**config.mk**
```make
export PLATFORM = sky130hd
export DESIGN_NAME = reg_pair_writer
export DESIGN_NICKNAME = d
export VERILOG_FILES = /design/src/rtl/reg_pair_writer.sv
export SDC_FILE = /design/constraint.sdc
export NUM_CORES = 1
export LEC_CHECK = 0
export ABC_CLOCK_PERIOD_IN_PS = 3600
export CAP_MARGIN = 20
export CORE_ASPECT_RATIO = 1.25
export CORE_MARGIN = 4
export CORE_UTILIZATION = 40
export CTS_CLUSTER_DIAMETER = 40
export DETAILED_ROUTE_END_ITERATION = 10
export MAX_ROUTING_LAYER = met4
export PLACE_DENSITY = 0.66
export SYNTH_ARGS = -nofsm -noshare
export SYNTH_HDL_FRONTEND = slang
export SYNTH_SLANG_ARGS = --single-unit
```
**constraint.sdc**
```tcl
create_clock -name i_clk -period 3.6 [get_ports i_clk]
set_input_delay 0.72 -clock i_clk [delete_from_list [all_inputs] [get_ports i_clk]]
set_output_delay 0.72 -clock i_clk [all_outputs]
set_load 0.01 [all_outputs]
```
**src/rtl/reg_pair_writer.sv**
```systemverilog
// rtl/reg_pair_writer.sv - 16-bit register-pair op sequencer over an 8-bit register-file write port
// Reads the pair, computes LOAD/INC/DEC, then writes low byte and high byte on consecutive cycles.
module reg_pair_writer #(
  parameter bit PAIR_AF_EN = 1'b1
) (
  input  logic        i_clk,
  input  logic        i_rst,
  input  logic        i_req_valid,
  output logic        o_req_ready,
  input  logic [1:0]  i_req_op,
  input  logic [1:0]  i_req_pair,
  input  logic [15:0] i_req_data,
  output logic [2:0]  o_rd_hi_sel,
  output logic [2:0]  o_rd_lo_sel,
  input  logic [7:0]  i_rd_hi,
  input  logic [7:0]  i_rd_lo,
  output logic [2:0]  o_wr_sel,
  output logic        o_wr_en,
  output logic [7:0]  o_wr_data,
  output logic        o_busy,
  output logic        o_done,
  output logic [15:0] o_result
);

  localparam logic [1:0] OP_LOAD = 2'b00;
  localparam logic [1:0] OP_INC  = 2'b01;
  localparam logic [1:0] OP_DEC  = 2'b10;
  localparam logic [1:0] PAIR_AF = 2'b11;

  typedef enum logic [1:0] {S_IDLE, S_CALC, S_WR_LO, S_WR_HI} state_t;

  state_t      state, state_nxt;
  logic [1:0]  op_q, pair_q;
  logic [15:0] data_q;
  logic [15:0] result_q, result_nxt;
  logic        skip;

  // Reserved ops and a disabled AF pair finish in CALC without touching the register file.
  assign skip = (op_q == 2'b11) || ((pair_q == PAIR_AF) && !PAIR_AF_EN);

  always_comb begin
    o_rd_hi_sel = 3'd0;
    o_rd_lo_sel = 3'd1;
    case (pair_q)
      2'b00:   begin o_rd_hi_sel = 3'd0; o_rd_lo_sel = 3'd1; end
      2'b01:   begin o_rd_hi_sel = 3'd2; o_rd_lo_sel = 3'd3; end
      2'b10:   begin o_rd_hi_sel = 3'd4; o_rd_lo_sel = 3'd5; end
      default: begin o_rd_hi_sel = 3'd7; o_rd_lo_sel = 3'd6; end
    endcase
  end

  always_comb begin
    result_nxt = data_q;
    case (op_q)
      OP_INC:  result_nxt = {i_rd_hi, i_rd_lo} + 16'd1;
      OP_DEC:  result_nxt = {i_rd_hi, i_rd_lo} - 16'd1;
      OP_LOAD: result_nxt = data_q;
      default: result_nxt = data_q;
    endcase
    // Low nibble of F is hardwired zero.
    if (pair_q == PAIR_AF) result_nxt[3:0] = 4'h0;
  end

  always_ff @(posedge i_clk or posedge i_rst) begin
    if (i_rst) state <= S_IDLE;
    else       state <= state_nxt;
  end

  always_ff @(posedge i_clk or posedge i_rst) begin
    if (i_rst) begin
      op_q     <= 2'b00;
      pair_q   <= 2'b00;
      data_q   <= 16'h0000;
      result_q <= 16'h0000;
      o_result <= 16'h0000;
    end else begin
      if (state == S_IDLE && i_req_valid) begin
        op_q   <= i_req_op;
        pair_q <= i_req_pair;
        data_q <= i_req_data;
      end
      if (state == S_CALC) result_q <= result_nxt;
      if (state == S_WR_HI) o_result <= result_q;
    end
  end

  always_comb begin
    state_nxt = state;
    case (state)
      S_IDLE:  if (i_req_valid) state_nxt = S_CALC;
      S_CALC:  state_nxt = skip ? S_IDLE : S_WR_LO;
      S_WR_LO: state_nxt = S_WR_HI;
      S_WR_HI: state_nxt = S_IDLE;
      default: state_nxt = S_IDLE;
    endcase
  end

  always_comb begin
    o_req_ready = 1'b0;
    o_busy      = 1'b1;
    o_done      = 1'b0;
    o_wr_en     = 1'b0;
    o_wr_sel    = 3'd0;
    o_wr_data   = 8'h00;
    case (state)
      S_IDLE: begin
        o_req_ready = 1'b1;
        o_busy      = 1'b0;
      end
      S_CALC:  o_done = skip;
      S_WR_LO: begin
        o_wr_en   = 1'b1;
        o_wr_sel  = o_rd_lo_sel;
        o_wr_data = result_q[7:0];
      end
      S_WR_HI: begin
        o_wr_en   = 1'b1;
        o_wr_sel  = o_rd_hi_sel;
        o_wr_data = result_q[15:8];
        o_done    = 1'b1;
      end
      default: begin
        o_busy = 1'b0;
      end
    endcase
  end

endmodule

```
Word level (Yosys, flattened, before mapping)
Index checks and enable logic that the tools add are counted.
- $add $sub $neg: 2
- equality and inequality tests: 10
- mux-type cells: 13
- reductions and logical operators: 4
- operators with widths (kind ; count):
    case mux 16 bit (2 select lines) ; 1
    case mux 3 bit (3 select lines) ; 2
    adder 16 x 1 -> 16 bit, second input constant ; 1
    case mux 8 bit (2 select lines) ; 1
    subtractor 16 x 1 -> 16 bit, second input constant ; 1
    == test 2 bit, second input constant ; 6
    case mux 2 bit (4 select lines) ; 1
    == test 2 x 1 -> 1 bit, second input constant ; 3
    case mux 3 bit (2 select lines) ; 1
    zero test 2 bit ; 2
    two-way mux 2 bit ; 2
    two-way mux 4 bit ; 1
    two-way mux 1 bit ; 3
    != test 2 bit, second input constant ; 1
    case mux 1 bit (2 select lines) ; 1
    OR reduction 2 bit ; 1
    logical AND 1 bit ; 1
- register bits: 54
- output and inout port bits: 37

Longest topological paths before layout
Gate-level depths: netlist of run 1.
- depth in word-level cells: 3
- depth in mapped cells: 15
- depth with buffers taken out: 10

Worst setup path before layout of run 1
No wires, ideal clock.
- path type: register -> register
- from: reg op_q[0]
- to: reg result_q[10]
- library setup time: 0.069 ns
- data arrival time: 2.643 ns
- data required time: 3.531 ns
- path slack: 0.887 ns
- cell stages (with the launch flop): 16
- path buffers: 5
- path through: dfrtp_1 inv_1 ha_1 buf_6 buf_6 buf_6 buf_8 xor2_1 ha_1 nand4bb_1 and4_1 buf_6 o211ai_2 a21boi_1 or3b_1 nand3_1
- word-level cells in the longest chain between the ends: 2
- ends and longest elaborated chain (item ; RTL line ; text):
    start, declared ; 33 ; logic [1:0] op_q, pair_q;
    start signal, assigned ; 78 ; op_q <= i_req_op;
    == test 2 bit / == test 2 x 1 -> 1 bit (equally long branches) ; 54 ; case (op_q)
    case mux 16 bit (2 select lines) (*) ; 54 ;
    end signal, assigned ; 82 ; if (state == S_CALC) result_q <= result_nxt;
    end, declared ; 35 ; logic [15:0] result_q, result_nxt;
Mark *: on every way between the ends. The rest lies on a longest branch, timed or not.
A chain may end at the register's enable or synchronous reset.

Worst setup path in the final report of run 1
- from: reg state[0]
- to: out o_wr_data[2]
- word-level cells in the longest chain between the ends: 2
- ends and longest elaborated chain (item ; RTL line ; text):
    start, declared ; 32 ; state_t state, state_nxt;
    start signal, assigned ; 66 ; else state <= state_nxt;
    == test 2 bit ; 105 ; case (state)
    case mux 8 bit (2 select lines) (*) ; 105 ;
    end, declared ; 19 ; output logic [7:0] o_wr_data,
Marked as above.

==> metrics.md, run 1 <==
| Metric | Value |
|---|---|
| Outcome | finished clean |
| First-pass DRT Iterations | 4 |
| Routed WL | 8140 µm |
| Pre-CTS setup slack | just over 0.6 ns |
| CP startpoint kind | flip-flop |
| Initial Utilization | 0.418 |
| Max incr delay on CP | 0.77 ns |
| Core ar. | 8380 µm² |
| Final setup vio count | 0 |
| Pwr dens | 853 nW/µm² |
| Clock Sinks | 54 |
| Via density | around 5.2 |
| Leakage | 0.00173 µW |
| WHS Endpoint | data_q[13] |
| Internal power | about 2200 µW |
| TNS Setup | 0 ns |
| Max VDD drop | 0.264 mV |
| Synthesized instance count | 351 |
| R2R Setup Slk | 1.15 ns |
| Reg-to-Reg End | result_q[15] |
| Mapped Area | 3510 µm² |
| Number of diodes | 0 |
| Cell Chain, Critical Path | mux2i_1 -> nor2b_1 -> clkdlybuf4s50_1 |
| First-pass GRT wire length | 13400 µm |
| Post-synth top flop | dfrtp_1 |
| Max-Slew Margin vs Limit | 0.485 |
| Vias in the first global route | between 2k and 3k |
| Port Buffers | 75 |
| H-tree depth | 2 |
| Post-CTS Setup Inserts | 0 |
| Sequential power share | 0.313 |
| Commonest non-fill, non-tap cell in the layout | clkdlybuf4s50_1 |
| Net Sw Frac | 0.400 |
| Routed via count | 2709 |
| Cells after DPL | 511 |
| Fin crit period | 2.68 ns |
| Post-route DRC | 0 |
| Peak Freq | roughly 0.37 GHz |
| Measured slew at the worst slew-check pin | 0.772 ns |
| Final Cycle Share | 0.745 |
| CP max FO | 15 |
| Proportion of layout cells with a drive suffix above 1 | 0.152 |
| Yosys reg bits | 54 |
| Gate power share | 0.595 |
| Final hold vios | 0 |
| PostCTS Resize Cnt | 0 |
| Num rows | 37 |
| Most frequent cells in the layout | clkdlybuf4s50_1 (75), dfrtp_1 (54), mux2_2 (35) |
| DP Wirelength | 6210 µm |
| Slew Viols, Final | 0 |
| Worst-path clk slew | around 0.1 ns |
| Reg2reg start | op_q[0] |
| Post-Layout Cell Count | 519 |
| RD Place Congestion | 0.876 |
| Root buf cell | clkbuf_8 |
| Max-cap violations | 0 |
| Area grow syn2layout | 23.1% |
| Reg2reg path depth | 9 |
| CP max-delay cell | dfrtp_1 |
| Hold WC Path Type | flip-flop to flip-flop |
| Hold path startpoint | data_q[13] |
| Io pins | 76 |
| TritonCTS clock tree | yes |
| Clk pwr share | 0.092 |
| Sw Pwr | 1470 µW |
| Initial antenna violation count | 0 |
| Ys Warns | 0 |
| Sequential element share of the synthesized area | 0.385 |
| Grt total ovfl | 0 |
| RSZ-0062 raised after global routing | no |
| Routed Antenna Nets | 0 |
| Synth cell types | 61 |
| Die Area | 10300 µm² |
| Crit Path Category | flip-flop to output pin |
| Hold_buf cts | 0 |
| Avg Cell Area, Syn | about 10 µm² |
| Syn_nets | between 300 and 400 |
| Async SR Flop Fraction | 1.00 |
| Die Height | 113 µm |
| Nets | 444 |
| Initial DRC count | a little under 70 |
| CTS buffer count | 5 |
| Crit. End Element | output pin |
| Worst hold path stage count | 1 |
| EDFF count, synth | 0 |
| Clock latency reported for the late side of the worst-skew pair | between 0.3 and 0.4 ns |
| Worst Path Required | ~2.9 ns |
| Total GRT Usage | 0.163 |
| Largest net degree at the start of global routing | 45 |
| WL/cell | approximately 16 µm |
| Clock Tree Buf Depth | 2 |
| WP data arrival | 1.96 ns |
| Chip Width | slightly above 90 µm |
| Setup Skew | 0.00707 ns |
| Fin worst setup slack | just over 0.9 ns |
synthesized netlist by cell type, types with 4 or more instances:
cell type | number | area (µm²)
dfrtp_1 | 54 | 1350
mux2_2 | 35 | 394
xnor2_1 | 23 | 201
a21oi_1 | 18 | 90.1
nand2_1 | 18 | 67.6
nor2_1 | 16 | 60.1
o21ai_1 | 14 | 70.1
clkbuf_1 | 13 | 48.8
inv_1 | 12 | 45.0
mux2i_1 | 12 | 120
buf_2 | 10 | 50.1
nor2b_1 | 10 | 62.6
o21ai_0 | 9 | 45.0
and3_1 | 6 | 37.5
buf_6 | 6 | 67.6
nand3_1 | 6 | 30.0
a31oi_1 | 4 | 25.0
and2_1 | 4 | 25.0
buf_4 | 4 | 30.0
ha_1 | 4 | 50.1
nor3_1 | 4 | 20.0
o31a_1 | 4 | 35.0
xor2_1 | 4 | 35.0
stage by stage:
| step | power, µW | cell area (µm²) | util | hold WS [ns] |
|---|---|---|---|---|
| 2_1_floorplan | 2670 | 3510 | - | 0.467 |
| 3_3_place_gp | 3320 | 4210 | 0.502 | 0.487 |
| 3_5_place_dp | 3370 | 4230 | 0.504 | 0.491 |
| 4_1_cts | 3720 | 4320 | 0.515 | 0.513 |
| 5_1_grt | 3970 | 4320 | 0.515 | 0.531 |
| 6_report | 3680 | 4320 | 0.515 | 0.509 |
logic make-up after synthesis:
| group | count (synthesis) | share of synthesized area |
|---|---|---|
| flops | 54 | 0.385 |
| compound gates | 79 | 0.151 |
| simple gates | 90 | 0.155 |
| xor+xnor | 28 | 0.0721 |
| fa+ha+maj | 4 | 0.0143 |
| buf+inv | 49 | 0.0764 |
| mux | 47 | 0.147 |
per-layer routing:
metal | global-route usage | wire length, µm | vias up
li1 | - | - | 1333
met1 | 0.202 | 3620 | 1285
met2 | 0.278 | 4040 | 78
met3 | 0.0147 | 344 | 13
met4 | 0.0595 | 142 | 0
met5 | - | 0 | -
how the worst max path moves through the flow:
| stage | slack, ns | start | cells past startpoint | end |
|---|---|---|---|---|
| after floorplan | 0.89 | op_q[0] | 15 | result_q[10] |
| after global placement | 0.74 | i_rd_lo[1] | 9 | result_q[10] |
| after detailed placement | 0.60 | i_rd_lo[1] | 9 | result_q[10] |
| after CTS | 0.90 | state[0] | 3 | o_wr_data[2] |
| after global routing | 0.79 | state[0] | 3 | o_wr_data[6] |
| final | 0.92 | state[0] | 3 | o_wr_data[2] |
worst max-delay path: cells and delay by family (launching register included):
family	cells	cell delay, ns
mux	1	0.17
flops	1	0.77
buf+inv	1	0.55
simple gates	1	0.15
state kept, by name, indices dropped and copies added (netlist names), named ones only:
signal,cells
data_q,16
result_q,16
o_result,16
op_q,2
state,1
pair_q,2
power groups by stage:
stage	logic [µW]	registers, µW	clock network [µW]
6_report	2190	1150	340
2_1_floorplan	1590	1080	0
4_1_cts	2210	1160	353
3_5_place_dp	2200	1170	0
3_3_place_gp	2160	1160	0
5_1_grt	2400	1200	370
final cells by class:
class                           instances  area [µm²]
Clock buffer                            5        68.8
Clock inverter                          3        21.3
Fill cell                             795        4060
Inverter                               13        48.8
Multi-Input combinational cell        248        1890
Sequential cell                        54        1350
Tap cell                              117         146
Timing Repair Buffer                   79         793
(Power assumes the default switching activity.)
==> run 2, diff against run 1 <==
- ABC_CLOCK_PERIOD_IN_PS: 3600 -> 2400
- PLACE_DENSITY: 0.66 -> 0.69
- clock period: 3.6 -> 2.4 ns (I/O delays scaled with it)
==> run 2 against run 1 <==
  * Setup slack worse by 0.73 ns
  * Register-to-register slack got worse by 0.94 ns
  * Combinational power grew 55%
  * Highest routed layer unchanged
==> metrics.md, run 2 (synthesis results as in run 1) <==
| Metric | Value |
|---|---|
| Io pins | 76 (unchanged) |
| RD Place Congestion | 0.871 (-0.62%) |
| Total GRT Usage | 0.163 (-0.000917) |
| Clock Tree Buf Depth | 2 (unchanged) |
| Largest net degree at the start of global routing | 45 (unchanged) |
| Worst-path clk slew | 0.09 ns (about the same) |
| Nets | 467 (+5.2%) |
| Cells after DPL | 534 (+4.5%) |
| Measured slew at the worst slew-check pin | 0.675 ns (-0.0972 ns) |
| Hold WC Path Type | input pin to asynchronous set/reset pin |
| Area grow syn2layout | 28.6% |
| Port Buffers | 75 (unchanged) |
| Max incr delay on CP | 0.60 ns (-0.17 ns) |
| Most frequent cells in the layout | clkdlybuf4s50_1 (75), dfrtp_1 (53), mux2_2 (35) |
| Slew Viols, Final | 0 (unchanged) |
| Final Cycle Share | 0.923 |
| Peak Freq | 0.451 GHz |
| Post-Layout Cell Count | 542 (+4.4%) |
| Vias in the first global route | 2714 (+1.4%) |
| Pwr dens | 1250 nW/µm² (+47%) |
| Worst path top cell family by delay | flip-flops |
| Proportion of layout cells with a drive suffix above 1 | 0.205 (+0.0530) |
| CP startpoint kind | flip-flop |
| Chip Width | 91.7 µm (unchanged) |
| Final hold vios | 0 (unchanged) |
| CP max-delay cell | dfrtp_2 |
| Root buf cell | clkbuf_8 |
| Number of diodes | 0 (unchanged) |
| WL/cell | 15.0 µm (-4.5%) |
| Grt total ovfl | 0 (unchanged) |
| Post-route DRC | 0 (unchanged) |
| Max-Slew Margin vs Limit | 0.550 (+0.0648) |
| Die Height | 113 µm (unchanged) |
| Routed via count | 2853 (+5.3%) |
| Crit Path Category | flip-flop to output pin |
| Die Area | 10300 µm² (unchanged) |
| Routed WL | 8120 µm (-0.22%) |
| Hold_buf cts | 0 (unchanged) |
| Setup Skew | 0.00479 ns (-0.00228 ns) |
| Core ar. | 8380 µm² (unchanged) |
| TritonCTS clock tree | yes |
| Routed Antenna Nets | 0 (unchanged) |
| Leakage | 0.00184 µW (+6.4%) |
| Clock Sinks | 54 (unchanged) |
| Outcome | finished clean |
| CP max FO | 15 (unchanged) |
| Via density | 5.26 (+0.85%) |
| Fin crit period | between 2 and 2.5 ns |
| Max-cap violations | 0 (unchanged) |
| Crit. End Element | output pin |
| Initial antenna violation count | 0 (unchanged) |
| First-pass GRT wire length | 13400 µm (+0.36%) |
| WP data arrival | 1.73 ns (-0.23 ns) |
| Initial DRC count | 146 (+110%) |
| Num rows | 37 (unchanged) |
| Total power | 5650 µW (+53%) |
| Worst Path Required | 1.92 ns (-0.96 ns) |
| Max VDD drop | 0.379 mV (+43%) |
| First-pass DRT Iterations | 4 (unchanged) |
| DP Wirelength | 6430 µm (+3.6%) |
| Final setup vio count | 0 (unchanged) |
| Regs by FF count | data_q (16), o_result (16), result_q (16) |
| Initial Utilization | 0.418 (unchanged) |
| H-tree depth | 2 (unchanged) |
| CTS buffer count | 5 (unchanged) |
| RSZ-0062 raised after global routing | no |
| Clock latency reported for the late side of the worst-skew pair | 0.30 ns (about the same) |
| Commonest non-fill, non-tap cell in the layout | clkdlybuf4s50_1 |
| Cell Chain, Critical Path | mux2i_1 -> nor2b_1 -> clkdlybuf4s50_1 |
| Crit path buf inv count | 1 (unchanged) |
| TNS Setup | 0 ns (unchanged) |
-- run 2: changes by cell type in the layout (fill, tap and decap cells not counted), sizes merged --
cell      change
buf          +23
clkbuf        +2
clkinv        -1
clkinvlp      -1
-- run 2: area by class of cell --
cell class	instances	area, µm²
clock buffers	7	86.3
flip-flops and latches	54	1350
clock inverters	1	5.00
fillers	770	3870
repair buffers	102	966
inverters	13	48.8
multi-input cells	248	1900
well taps	117	146
-- run 2: timing repair --
action | CTS | global route
resized for setup | 1 | 0
endpoints found under the setup margin | 9 | 0
setup buffers | 0 | 0
-- run 2: worst paths after layout --
kind,from,to,slack (ns),cells after the start
worst max-delay path,state[0],o_wr_data[3],0.19,3
worst min-delay path,i_rst,o_result[15],0.49,2
worst max register to register,op_q[1],result_q[10],0.21,9
worst min register to register,data_q[7],data_q[7],0.50,1
max in group asynchronous,i_rst,state[0],1.27,3
min in group i_clk,data_q[7],data_q[7],0.50,1
-- run 2: per-stage QoR --
step                       util  worst slack (ns)  cell area (µm²)  hold WS, ns
after floorplan               -            -0.188             3520        0.467
after global placement    0.527           -0.0818             4410        0.484
after detailed placement  0.527            -0.131             4410        0.490
after CTS                 0.538             0.167             4510        0.495
after global routing      0.538            0.0352             4510        0.520
final                     0.538             0.185             4510        0.488
-- run 2: where the power goes --
group          internal [µW]  total [µW]  switching (µW)
Combinational           1850        3400            1550
Clock                    233         508             275
Sequential              1360        1740             381
Total                   3450        5650            2210
-- run 2: per-layer routing --
metal,vias to the layer above,GRT usage,part of all wire
met5,-,-,0
met4,0,0.0545,0.019
met3,12,0.0174,0.041
met2,90,0.274,0.52
met1,1372,0.203,0.42
li1,1379,-,-
